===== src/rtl/shift_seq_pkg.sv =====
// Shared types for the load-then-shift sequencer: downstream mode-select encoding,
// FSM states and the counter width.
package shift_seq_pkg;

    localparam int unsigned CntWidth = 8;

    typedef enum logic [1:0] {
        SelLoad = 2'b00,
        SelSh0  = 2'b01,
        SelSh3  = 2'b10,
        SelHold = 2'b11
    } sel_e;

    typedef enum logic [1:0] {
        StIdle,
        StLoad,
        StShift,
        StFin
    } state_e;

    function automatic sel_e shift_sel(logic dir);
        return dir ? SelSh3 : SelSh0;
    endfunction

endpackage


===== src/rtl/shift_seq_if.sv =====
// Control/status bundle between a sequencer client (master) and shift_seq (slave).
interface shift_seq_if;
    import shift_seq_pkg::*;

    logic                start;
    logic [CntWidth-1:0] count;
    logic                dir;
    logic                fill;
    logic                abort;
    logic [1:0]          sel;
    logic                s0;
    logic                s3;
    logic                busy;
    logic                done;
    logic [CntWidth-1:0] remain;

    modport master (
        output start, count, dir, fill, abort,
        input  sel, s0, s3, busy, done, remain
    );

    modport slave (
        input  start, count, dir, fill, abort,
        output sel, s0, s3, busy, done, remain
    );

endinterface


===== src/rtl/shift_seq_cnt.sv =====
// Loadable 8-bit down-counter that saturates at zero; "one" is registered so the
// FSM can leave SHIFT on the final decrement without a comparator in its path.
module shift_seq_cnt
    import shift_seq_pkg::*;
(
    input  logic                clk,
    input  logic                reset,
    input  logic                clr,
    input  logic                load,
    input  logic [CntWidth-1:0] load_val,
    input  logic                dec,
    output logic [CntWidth-1:0] value,
    output logic                one,
    output logic                zero
);

    logic [CntWidth-1:0] cnt_q;
    logic                one_q;

    always_ff @(posedge clk) begin
        if (reset || clr) begin
            cnt_q <= '0;
            one_q <= 1'b0;
        end else if (load) begin
            cnt_q <= load_val;
            one_q <= (load_val == CntWidth'(1));
        end else if (dec && (cnt_q != '0)) begin
            cnt_q <= cnt_q - CntWidth'(1);
            one_q <= (cnt_q == CntWidth'(2));
        end
    end

    assign value = cnt_q;
    assign one   = one_q;
    assign zero  = (cnt_q == '0);

endmodule


===== src/rtl/shift_seq.sv =====
// Load-then-shift sequencer driving the mode select and serial inputs of a
// universal shift-register chain; all outputs are registered decodes of the state.
module shift_seq
    import shift_seq_pkg::*;
(
    input  logic         clk,
    input  logic         reset,
    shift_seq_if.slave   bus
);

    state_e state_q, state_d;
    logic   dir_q, dir_d;
    logic   fill_q, fill_d;
    sel_e   sel_q, sel_d;
    logic   s0_q, s0_d;
    logic   s3_q, s3_d;
    logic   busy_q, busy_d;
    logic   done_q, done_d;

    logic                cnt_load;
    logic                cnt_dec;
    logic                cnt_clr;
    logic [CntWidth-1:0] cnt_value;
    logic                cnt_one;
    logic                cnt_zero;

    shift_seq_cnt u_cnt (
        .clk      (clk),
        .reset    (reset),
        .clr      (cnt_clr),
        .load     (cnt_load),
        .load_val (bus.count),
        .dec      (cnt_dec),
        .value    (cnt_value),
        .one      (cnt_one),
        .zero     (cnt_zero)
    );

    always_comb begin
        state_d  = state_q;
        cnt_load = 1'b0;
        cnt_dec  = 1'b0;
        cnt_clr  = 1'b0;
        unique case (state_q)
            StIdle: begin
                if (bus.start) begin
                    state_d  = StLoad;
                    cnt_load = 1'b1;
                end
            end
            StLoad:  state_d = cnt_zero ? StFin : StShift;
            StShift: begin
                cnt_dec = 1'b1;
                if (cnt_one) state_d = StFin;
            end
            StFin:   state_d = StIdle;
            default: state_d = StIdle;
        endcase
        // Abort outranks both START and the count-expiry transition.
        if (bus.abort && (state_q != StIdle)) begin
            state_d = StIdle;
            cnt_clr = 1'b1;
            cnt_dec = 1'b0;
        end
    end

    always_comb begin
        dir_d  = dir_q;
        fill_d = fill_q;
        if ((state_q == StIdle) && bus.start) begin
            dir_d  = bus.dir;
            fill_d = bus.fill;
        end
    end

    // Output decode of the next state, so the registers below present it with the state.
    always_comb begin
        sel_d  = SelHold;
        busy_d = 1'b0;
        done_d = 1'b0;
        unique case (state_d)
            StIdle:  sel_d = SelHold;
            StLoad: begin
                sel_d  = SelLoad;
                busy_d = 1'b1;
            end
            StShift: begin
                sel_d  = shift_sel(dir_d);
                busy_d = 1'b1;
            end
            StFin: begin
                sel_d  = SelHold;
                done_d = 1'b1;
            end
            default: sel_d = SelHold;
        endcase
        s0_d = (state_d != StIdle) && fill_d && !dir_d;
        s3_d = (state_d != StIdle) && fill_d && dir_d;
    end

    always_ff @(posedge clk) begin
        if (reset) begin
            state_q <= StIdle;
            dir_q   <= 1'b0;
            fill_q  <= 1'b0;
            sel_q   <= SelHold;
            s0_q    <= 1'b0;
            s3_q    <= 1'b0;
            busy_q  <= 1'b0;
            done_q  <= 1'b0;
        end else begin
            state_q <= state_d;
            dir_q   <= dir_d;
            fill_q  <= fill_d;
            sel_q   <= sel_d;
            s0_q    <= s0_d;
            s3_q    <= s3_d;
            busy_q  <= busy_d;
            done_q  <= done_d;
        end
    end

    assign bus.sel    = sel_q;
    assign bus.s0     = s0_q;
    assign bus.s3     = s3_q;
    assign bus.busy   = busy_q;
    assign bus.done   = done_q;
    assign bus.remain = cnt_value;

endmodule


===== src/flat_wrapper.sv =====
// flat-port wrapper written by rule: the top's interface ports become plain ports
module shift_seq_flat import shift_seq_pkg::*;
  (clk, reset, bus_start, bus_count, bus_dir, bus_fill, bus_abort, bus_sel, bus_s0, bus_s3, bus_busy, bus_done, bus_remain);
  shift_seq_if bus_i ();
  input  logic clk;
  input  logic reset;
  input wire logic [$bits(bus_i.start)-1:0] bus_start;
  input wire logic [$bits(bus_i.count)-1:0] bus_count;
  input wire logic [$bits(bus_i.dir)-1:0] bus_dir;
  input wire logic [$bits(bus_i.fill)-1:0] bus_fill;
  input wire logic [$bits(bus_i.abort)-1:0] bus_abort;
  output wire logic [$bits(bus_i.sel)-1:0] bus_sel;
  output wire logic [$bits(bus_i.s0)-1:0] bus_s0;
  output wire logic [$bits(bus_i.s3)-1:0] bus_s3;
  output wire logic [$bits(bus_i.busy)-1:0] bus_busy;
  output wire logic [$bits(bus_i.done)-1:0] bus_done;
  output wire logic [$bits(bus_i.remain)-1:0] bus_remain;
  assign bus_i.start = bus_start;
  assign bus_i.count = bus_count;
  assign bus_i.dir = bus_dir;
  assign bus_i.fill = bus_fill;
  assign bus_i.abort = bus_abort;
  assign bus_sel = bus_i.sel;
  assign bus_s0 = bus_i.s0;
  assign bus_s3 = bus_i.s3;
  assign bus_busy = bus_i.busy;
  assign bus_done = bus_i.done;
  assign bus_remain = bus_i.remain;
  shift_seq u_core (.clk(clk), .reset(reset), .bus(bus_i));
endmodule

===== config.mk =====
export PLATFORM = sky130hd
export DESIGN_NAME = shift_seq_flat
export DESIGN_NICKNAME = d
export VERILOG_FILES = /design/src/rtl/shift_seq_pkg.sv /design/src/rtl/shift_seq_if.sv /design/src/rtl/shift_seq_cnt.sv /design/src/rtl/shift_seq.sv /design/src/flat_wrapper.sv
export SDC_FILE = /design/constraint.sdc
export NUM_CORES = 1
export LEC_CHECK = 0
export ABC_AREA = 1
export CORE_MARGIN = 4
export CORE_UTILIZATION = 33
export DETAILED_ROUTE_END_ITERATION = 10
export GPL_TIMING_DRIVEN = 0
export MAX_ROUTING_LAYER = met4
export PLACE_DENSITY = 0.66
export SETUP_SLACK_MARGIN = 0.15
export SYNTH_ARGS = -nofsm -noshare
export SYNTH_HDL_FRONTEND = slang
export SYNTH_HIERARCHICAL = 1
export SYNTH_SLANG_ARGS = --single-unit

===== constraint.sdc =====
create_clock -name clk -period 1.8 [get_ports clk]
set_input_delay 0.18 -clock clk [delete_from_list [all_inputs] [get_ports clk]]
set_output_delay 0.18 -clock clk [all_outputs]
set_load 0.03 [all_outputs]

After elaboration in Yosys (flattened, before gate mapping)
Cells that the tools add are included.
{"block": "word_totals", "inputBits": 14, "ff_bits": 19, "output_inout_bits": 14, "elab_cells": 56}
{"block": "op_classes", "n_mux": 20, "reduce_logical": 17, "n_eq_ne": 8, "add_sub_neg": 1}
{"cell": "$mux W8", "n": 2}
{"cell": "$mux W1", "n": 12}
{"cell": "$eq A2 B2 Y1 const B", "n": 4}
{"cell": "$eq A8 B1 Y1 const B", "n": 1}
{"cell": "$eq A8 B2 Y1 const B", "n": 1}
{"cell": "$logic_not A8 Y1", "n": 1}
{"cell": "$mux W2", "n": 4}
{"cell": "$pmux W2 S4", "n": 1}
{"cell": "$reduce_bool A8 Y1", "n": 1}
{"cell": "$sub A8 B1 Y8 const B", "n": 1}
{"cell": "$logic_and A1 B1 Y1", "n": 6}
{"cell": "$pmux W2 S3", "n": 1}
{"cell": "$reduce_bool A2 Y1", "n": 3}
{"cell": "$eq A2 B1 Y1 const B", "n": 2}
{"cell": "$logic_not A2 Y1", "n": 2}
{"cell": "$reduce_or A2 Y1", "n": 2}
{"cell": "$logic_not A1 Y1", "n": 1}
{"cell": "$logic_or A1 B1 Y1", "n": 1}

Longest topological paths before layout
Gate-level depths: netlist of the first run.
{"block": "logic_depth", "depth_word": 7, "mapped_depth": 14, "ltp_nobuf": 14}

By module
Netlist of the first run, hierarchy kept.
{"mod": "shift_seq_cnt", "cells_per_inst": 108, "seq_area_each_um2": 180.2, "area_each_um2": 683.2, "instances": 1}
{"mod": "shift_seq", "cells_per_inst": 66, "seq_area_each_um2": 200.2, "area_each_um2": 496.7, "instances": 1}

Worst setup path after synthesis of the first run
OpenSTA, ideal clock, no wires.
{"block": "synth_path", "kind": "register to register", "startpoint": "register u_core.u_cnt.cnt_q[0], in the netlist u_core/u_cnt/value[0]", "endpoint": "register u_core.sel_q[0], in the netlist u_core/bus.sel[0]", "stages_incl_launch_ff": 14, "setup_ns": 0.070, "arrival_ns": 1.876, "required_ns": 1.730, "path_buffers": 0, "slack_ns": -0.145, "synth_period_minus_slack_ns": 1.945, "path_cell_list": "dfxtp_1 inv_1 ha_1 nand2_2 inv_2 nand2_4 inv_1 a21oi_1 nand2_1 nand2_1 ha_1 inv_1 nor2_1 a21oi_1"}
{"block": "synth_between", "elab_chain_len": 7, "word_cells_on_any_way": 10, "cone_classes": "3 x eq/ne; 4 x mux; 3 x reduce/logical"}
{"element": "start: declaration", "line": "shift_seq_cnt.sv:17", "text": "logic [CntWidth-1:0] cnt_q;"}
{"element": "start signal: assignment", "line": "shift_seq_cnt.sv:25", "text": "cnt_q <= load_val;"}
{"element": "start signal: assignment", "line": "shift_seq_cnt.sv:28", "text": "cnt_q <= cnt_q - CntWidth'(1);"}
{"element": "$logic_not A8 Y1 (*)", "line": "shift_seq_cnt.sv:35", "text": "assign zero = (cnt_q == '0);"}
{"element": "net u_core.cnt_zero", "line": "shift_seq.sv:25", "text": "logic cnt_zero;"}
{"element": "$mux W1 (*)", "line": "shift_seq.sv:51", "text": "StLoad: state_d = cnt_zero ? StFin : StShift;"}
{"element": "$pmux W2 S4 (*)", "line": "shift_seq.sv:44", "text": "unique case (state_q)"}
{"element": "$mux W2 (*)", "line": "shift_seq.sv:60", "text": "if (bus.abort && (state_q != StIdle)) begin"}
{"element": "$eq A2 B2 Y1 / $logic_not A2 Y1 (equally long branches)", "line": "shift_seq.sv:81", "text": "unique case (state_d)"}
{"element": "$reduce_or A2 Y1 (no line)"}
{"element": "$pmux W2 S3 (*)", "line": "shift_seq.sv:81"}
{"element": "end signal: assignment", "line": "shift_seq.sv:106", "text": "sel_q <= SelHold;"}
{"element": "end signal: assignment", "line": "shift_seq.sv:115", "text": "sel_q <= sel_d;"}
{"element": "end: declaration", "line": "shift_seq.sv:14", "text": "sel_e sel_q, sel_d;"}
The timed path passes the listed nets; every way through them passes the cells marked *.
A chain may end at the register's enable or synchronous reset.

Worst setup path in the final report of the first run
Ends and elaborated chain as after synthesis.

==> flow_summary.yaml, run 1 <==
outcome:
  outcome: "complete, no violations"
cts:
  clock-root-buffer: "clkbuf_4"
  cts_hold_buf: 0
  cts_buffers: 3
  clock_path_buffers: 2
  cts_tree: "built"
  clk_pin_slew_worst_paths_ns: 0.11
  htree_levels: 1
  cts_sinks: 19
  clk_latency_ns: 0.30
worst_setup_path:
  path_cells: "inv_6, ha_4, nand2_4, inv_4, nand2_4, inv_2, a21oi_2, nand2_1, nand2_4, ha_4, inv_2, nor2_4, a21oi_2"
  critPathSlowestCell: "dfxtp_4"
  max_stage_delay_ns: 0.38
  end_kind: "flop"
  critPathTopFamily: "simple AND/OR/NAND/NOR gates"
  cpMostUsedCell: "nand2_4"
  start_kind: "flop"
  critPathMaxFanout: 4
  path_buf_inv: 4
  worstPathRequired_ns: 2.04
  cp.arrival_ns: 1.86
  crit_type: "flop to flop"
route:
  vias: 1184
  wirelength_microns: 2945
  first_iter_violations: 68
  postRouteAntennaNets: 0
  wire_per_inst_microns: 11.28
  dr.pass1.iters: 4
  viasPerCell: 4.536
  drc: 0
synthesis:
  ys.flop_type: "dfxtp_1"
  synth.area.top_cells: "dfxtp_1 32%, ha_1 12%, nor2_1 11%"
  yosys.area.top_type: "dfxtp_1"
  synth_top_area_share_pct: 32.24
  syn-instance-count: 174
  avgSynthCellArea_sq_um: 6.781
  syn-num-nets: 199
  synth_edf_count: 0
  synth_seq_cells: 19
  yosysWarnings: 6
  seq_area_frac_synth_pct: 32.24
  synth_cell_types: 27
  synthArstFlopShare_pct: 0
  syn_area_sq_mm: 0.001180
floorplanning:
  rows: 21
  start_util_pct: 34.81
  die_w_microns: 67.80
  die_h_microns: 67.80
  die-area_sq_mm: 0.004596
  core_area_sq_mm: 0.003390
  pin_count: 28
sta:
  setup_viol: 0
  clock_skew_ns: 0.001767
  finalSetupTns_ns: 0
  fin_crit_ns: 1.618
  rsz0062_at_grt: "yes"
  max_freq_ghz: 0.6181
  worst_slew_pin_slew_ns: 0.4036
  slew_headroom_pct: 73.01
  hold_slack_ns: 0.5198
  slew_violations: 0
  finalHoldViolCount: 0
  period_share_pct: 89.88
global_routing:
  grt_overflow: 0
  grt_pass1_wl_microns: 4899
  grt.total_usage_pct: 14.02
  grt_antenna_before_repair: 0
  grt_max_degree: 12
  grt_pass1_vias: 1154
power_and_ir_drop:
  max-vdd-ir-drop_mv: 1.116
  p_per_area_mw_per_mm2: 2087
  leakage_uw: 0.0007860
run:
  cap_violations: 0
cells_and_area:
  final_util_pct: 52.09
  final_nets: 241
  diodes: 0
  nFillCells: 339
  drive_gt1_share_pct: 29.30
  area_growth_pct: 49.63
place:
  place_congestion: 0.8262
  portBuffers: 27
  dp_hpwl_microns: 2055
hold_path:
  hold_path_class: "flop to flop"
==> cells in the mapped netlist (2+ instances only) <==
cell and number:
nor2_1 36, nand2_1 33, inv_1 25, dfxtp_1 19
nand3_1 13, ha_1 11, a21oi_1 7, o21ai_0 4
inv_2 3, o21ai_1 3, nand2_2 2, nand4_1 2
o21bai_1 2
==> final timing paths <==
| kind | from | endpoint | slack [ns] | depth (start not counted) |
|---|---|---|---|---|
| worst min register to register | u_core/u_cnt/value[2]$_SDFFE_PP0P_ | u_core/u_cnt/value[2]$_SDFFE_PP0P_ | 0.52 | 2 |
| worst max register to register | u_core/u_cnt/value[0]$_SDFFE_PP0P_ | u_core/bus.sel[0]$_SDFF_PP1_ | 0.18 | 13 |
| worst max-delay path | u_core/u_cnt/value[0]$_SDFFE_PP0P_ | u_core/bus.sel[0]$_SDFF_PP1_ | 0.18 | 13 |
| worst min-delay path | u_core/u_cnt/value[2]$_SDFFE_PP0P_ | u_core/u_cnt/value[2]$_SDFFE_PP0P_ | 0.52 | 2 |
==> cells in the final DEF, fill, tap and decap left out, types with 4 or more instances in the layout <==
| cell | netlist | routed |
|---|---|---|
| ha_1 | 11 | 6 |
| inv_1 | 25 | 16 |
| nor2_1 | 36 | 29 |
| dfxtp_4 | 0 | 4 |
| dfxtp_1 | 19 | 10 |
| buf_4 | 1 | 10 |
| nor2_2 | 1 | 6 |
| a21oi_1 | 7 | 4 |
| o21ai_0 | 4 | 4 |
| nand2_1 | 33 | 30 |
| inv_2 | 3 | 8 |
| ha_4 | 0 | 4 |
| a21oi_2 | 1 | 4 |
| nand3_1 | 13 | 13 |
| dfxtp_2 | 0 | 5 |
| clkdlybuf4s50_1 | 0 | 25 |
==> layout make-up <==
cell class	instances	area [sq um]	share of cell area, %
Buffer	1	11.26	0.6378
Clock buffer	3	22.52	1.276
Clock inverter	1	5.005	0.2835
Inverter	28	117.6	6.662
Multi-Input combinational cell	126	803.3	45.50
Sequential cell	19	401.6	22.75
Tap cell	46	57.56	3.260
Timing Repair Buffer	37	346.6	19.63
==> flip-flops by register name, summed over array words and instances (netlist names) <==
register	flops
u_core/bus.busy	1
u_core/bus.done	1
u_core/bus.s0	1
u_core/bus.s3	1
u_core/bus.sel	2
u_core/dir_q	1
u_core/fill_q	1
u_core/state_q	2
u_core/u_cnt/one	1
u_core/u_cnt/value	8
==> layer usage <==
| layer | global-route usage [%] | share of wire, % |
|---|---|---|
| met5 | - | 0 |
| met4 | 2.978 | 0.95 |
| met3 | 3.328 | 7.0 |
| met2 | 23.94 | 48 |
| met1 | 16.75 | 44 |
==> repair_timing <==
| item | CTS | global route |
|---|---|---|
| endpoints found under the setup margin | 12 | 11 |
| cloned | 0 | 0 |
| pin swaps | 8 | 7 |
| setup buffers | 9 | 1 |
| resized for setup | 24 | 18 |
==> through the flow <==
stage / setup slack, ns / area [sq um] / instances / power (uW)
after global placement: 0.009293 / 1530 / 247 / 2815
after CTS: 0.1460 / 1700 / 260 / 3425
after global routing: 0.09054 / 1765 / 261 / 4028
after detailed placement: -0.005205 / 1530 / 247 / 2831
final: 0.1821 / 1765 / 261 / 3684
after floorplan: 0.1581 / 1202 / 174 / 2288
==> cell families (layout without fill, tap and decap cells) <==
group / Yosys count / after routing / share of synthesized area [%]
flops: 19 / 19 / 32.24
fa+ha+maj: 11 / 11 / 11.66
xor+xnor: 2 / 2 / 1.485
simple gates: 93 / 93 / 34.46
buf+inv: 29 / 70 / 9.544
compound gates: 20 / 20 / 10.60
==> worst min-delay path, delay by kind of cell (launching register included) <==
kind / cells / cell delay (ns)
DFF: 1 / 0.37
AOI/OAI and AO/OA: 1 / 0.05
and+or+nand+nor: 1 / 0.07
==> power by group <==
part           switching (uW)  internal [uW]  total [uW]
Clock                     138           82.9         221
Combinational            1580           1120        2700
Sequential                148            620         768
Total                    1860           1820        3680
Note: power is estimated with default switching activity, not from simulation.
==> run 2, diff against run 1 <==
- RECOVER_POWER: default -> 100
==> run 2 against run 1 <==
Effect of this change: clock power hardly changed; core utilization is 0.44 points lower; sequential cell count stayed put; wire length is 0.17% lower; sequential power is 0.7% lower; die area stayed put; power is 2.1% lower; global-route usage stayed put; combinational power is 3% lower; hold slack worse by 0.0015 ns; count of clock-buffer cells in the layout stayed put; setup slack worse by 0.031 ns; critical endpoint is now bus_remain[3]; largest power group unchanged; highest routed layer unchanged.
==> flow_summary.yaml, run 2 (synthesized netlist as in run 1, its figures left out) <==
power_and_ir_drop:
  max-vdd-ir-drop_mv: 1.094
  p_per_area_mw_per_mm2: 2061
  leakage_uw: 0.0007955
worst_setup_path:
  end_kind: "output port"
  crit_type: "flop to output port"
  worst-r2r-cell-count: 13
  r2r-end: "u_core/bus.sel[0]$_SDFF_PP1_"
  critPathTopFamily: "buffers and inverters"
  critPathSlowestCell: "dlygate4sd3_1"
  worstPathRequired_ns: 1.62
  rrSetupSlack_ns: 0.15
  r2r-start: "u_core/u_cnt/value[0]$_SDFFE_PP0P_"
  path_buf_inv: 1
  cp.arrival_ns: 1.47
  start_kind: "flop"
  path_depth: 1
  path_cells: "dlygate4sd3_1"
  max_stage_delay_ns: 0.76
  critPathMaxFanout: 6
cts:
  clock_path_buffers: 2
  cts_tree: "built"
  clk_pin_slew_worst_paths_ns: 0.11
  clk_latency_ns: 0.30
  htree_levels: 1
  cts_hold_buf: 0
  clock-root-buffer: "clkbuf_4"
  cts_buffers: 3
  cts_sinks: 19
floorplanning:
  rows: 21
  die_w_microns: 67.80
  die_h_microns: 67.80
  core_area_sq_mm: 0.003390
  pin_count: 28
  start_util_pct: 34.81
  die-area_sq_mm: 0.004596
route:
  drc: 0
  viasPerCell: 4.525
  wirelength_microns: 2940
  wire_per_inst_microns: 11.26
  dr.pass1.iters: 4
  first_iter_violations: 58
  postRouteAntennaNets: 0
  vias: 1181
place:
  portBuffers: 27
  dp_hpwl_microns: 2055
  postPlaceCellArea_sq_mm: 0.001530
  place_congestion: 0.8262
sta:
  slew_violations: 0
  rsz0062_at_grt: "yes"
  max_freq_ghz: 0.6065
  finalHoldViolCount: 0
  worst_slew_pin_slew_ns: 0.4105
  setup_viol: 0
  slew_headroom_pct: 72.55
  fin_crit_ns: 1.649
  period_share_pct: 91.60
  clock_skew_ns: 0.0009239
cells_and_area:
  nFillCells: 343
  drive_gt1_share_pct: 28.37
  area_growth_pct: 48.36
  final_nets: 241
  final_util_pct: 51.64
  diodes: 0
  final_common_cell: "nand2_1"
  final_area_sq_mm: 0.001750
  layout_common_cells: "31 x nand2_1, 29 x nor2_1, 16 x inv_1, 13 x clkdlybuf4s50_1, 13 x nand3_1"
  largest_reg_flops: 8
hold_path:
  holdPathEnd: "u_core/u_cnt/value[2]$_SDFFE_PP0P_"
  hold_path_class: "flop to flop"
  holdCritStartpoint: "u_core/u_cnt/value[2]$_SDFFE_PP0P_"
  min_path_cells: 2
global_routing:
  grt_max_degree: 12
  met2_usage_pct: 23.94
  use_met3_pct: 3.328
  grt_pass1_vias: 1154
  grt.total_usage_pct: 14.02
  grt_overflow: 0
  busiest_layer: "met2"
  grt_util_met1_pct: 16.75
  grt_pass1_wl_microns: 4899
  grt_antenna_before_repair: 0
run:
  cap_violations: 0
outcome:
  outcome: "complete, no violations"
[run 2: how the worst max path moves through the flow]
| stage | from | endpoint |
|---|---|---|
| after global placement | bus_start | u_core/u_cnt/one$_SDFFE_PP0P_ |
| after CTS | u_core/u_cnt/value[5]$_SDFFE_PP0P_ | u_core/bus.sel[0]$_SDFF_PP1_ |
| after detailed placement | bus_start | u_core/u_cnt/one$_SDFFE_PP0P_ |
| after floorplan | u_core/u_cnt/value[0]$_SDFFE_PP0P_ | u_core/bus.sel[0]$_SDFF_PP1_ |
| after global routing | u_core/state_q[1]$_SDFF_PP0_ | u_core/u_cnt/one$_SDFFE_PP0P_ |
| final | u_core/u_cnt/value[3]$_SDFFE_PP0P_ | bus_remain[3] |
[run 2: routing by layer]
metal	wire (microns)	part of all wire, %
met1	1326	45
met2	1406	48
met3	178	6.1
met4	28	0.95
met5	0	0
[run 2: area by class of cell]
class / instances / area [sq um] / share of cell area (%)
sequential: 19 / 401.6 / 22.94
tap: 46 / 57.56 / 3.288
multi-input combinational: 126 / 797.0 / 45.53
buffer: 1 / 11.26 / 0.6433
timing repair buffer: 37 / 337.8 / 19.30
clock inverter: 1 / 5.005 / 0.2859
clock buffer: 3 / 22.52 / 1.287
inverter: 28 / 117.6 / 6.719
[run 2: where the power goes]
part           internal (uW)  total (uW)  switching, uW
Combinational           1060        2630           1560
Sequential               620         763            143
Clock                   82.9         221            138
Total                   1770        3610           1840
[run 2: what timing repair did]
item / CTS / global route
hold endpoints to repair: 0 / 0
gates resized for setup: 24 / 18
gates cloned: 0 / 0
setup buffers: 9 / 1
pin swaps: 8 / 7
setup endpoints to repair: 12 / 11
[run 2: stage by stage]
stage,TNS [ns],hold WS [ns],setup WS [ns],power [uW],std cells
2_1_floorplan,0,0.2513,0.1581,2288,174
3_3_place_gp,0,0.4894,0.009293,2815,247
3_5_place_dp,-0.005205,0.4894,-0.005205,2831,247
4_1_cts,0,0.5203,0.1460,3425,260
5_1_grt,0,0.5326,0.06297,3953,261
6_report,0,0.5183,0.1512,3608,261
==> run 3, diff against run 2 <==
- SLEW_MARGIN: default -> 0
==> results of run 3 <==
Final layout, timing and power as in run 2 (identical DEF).
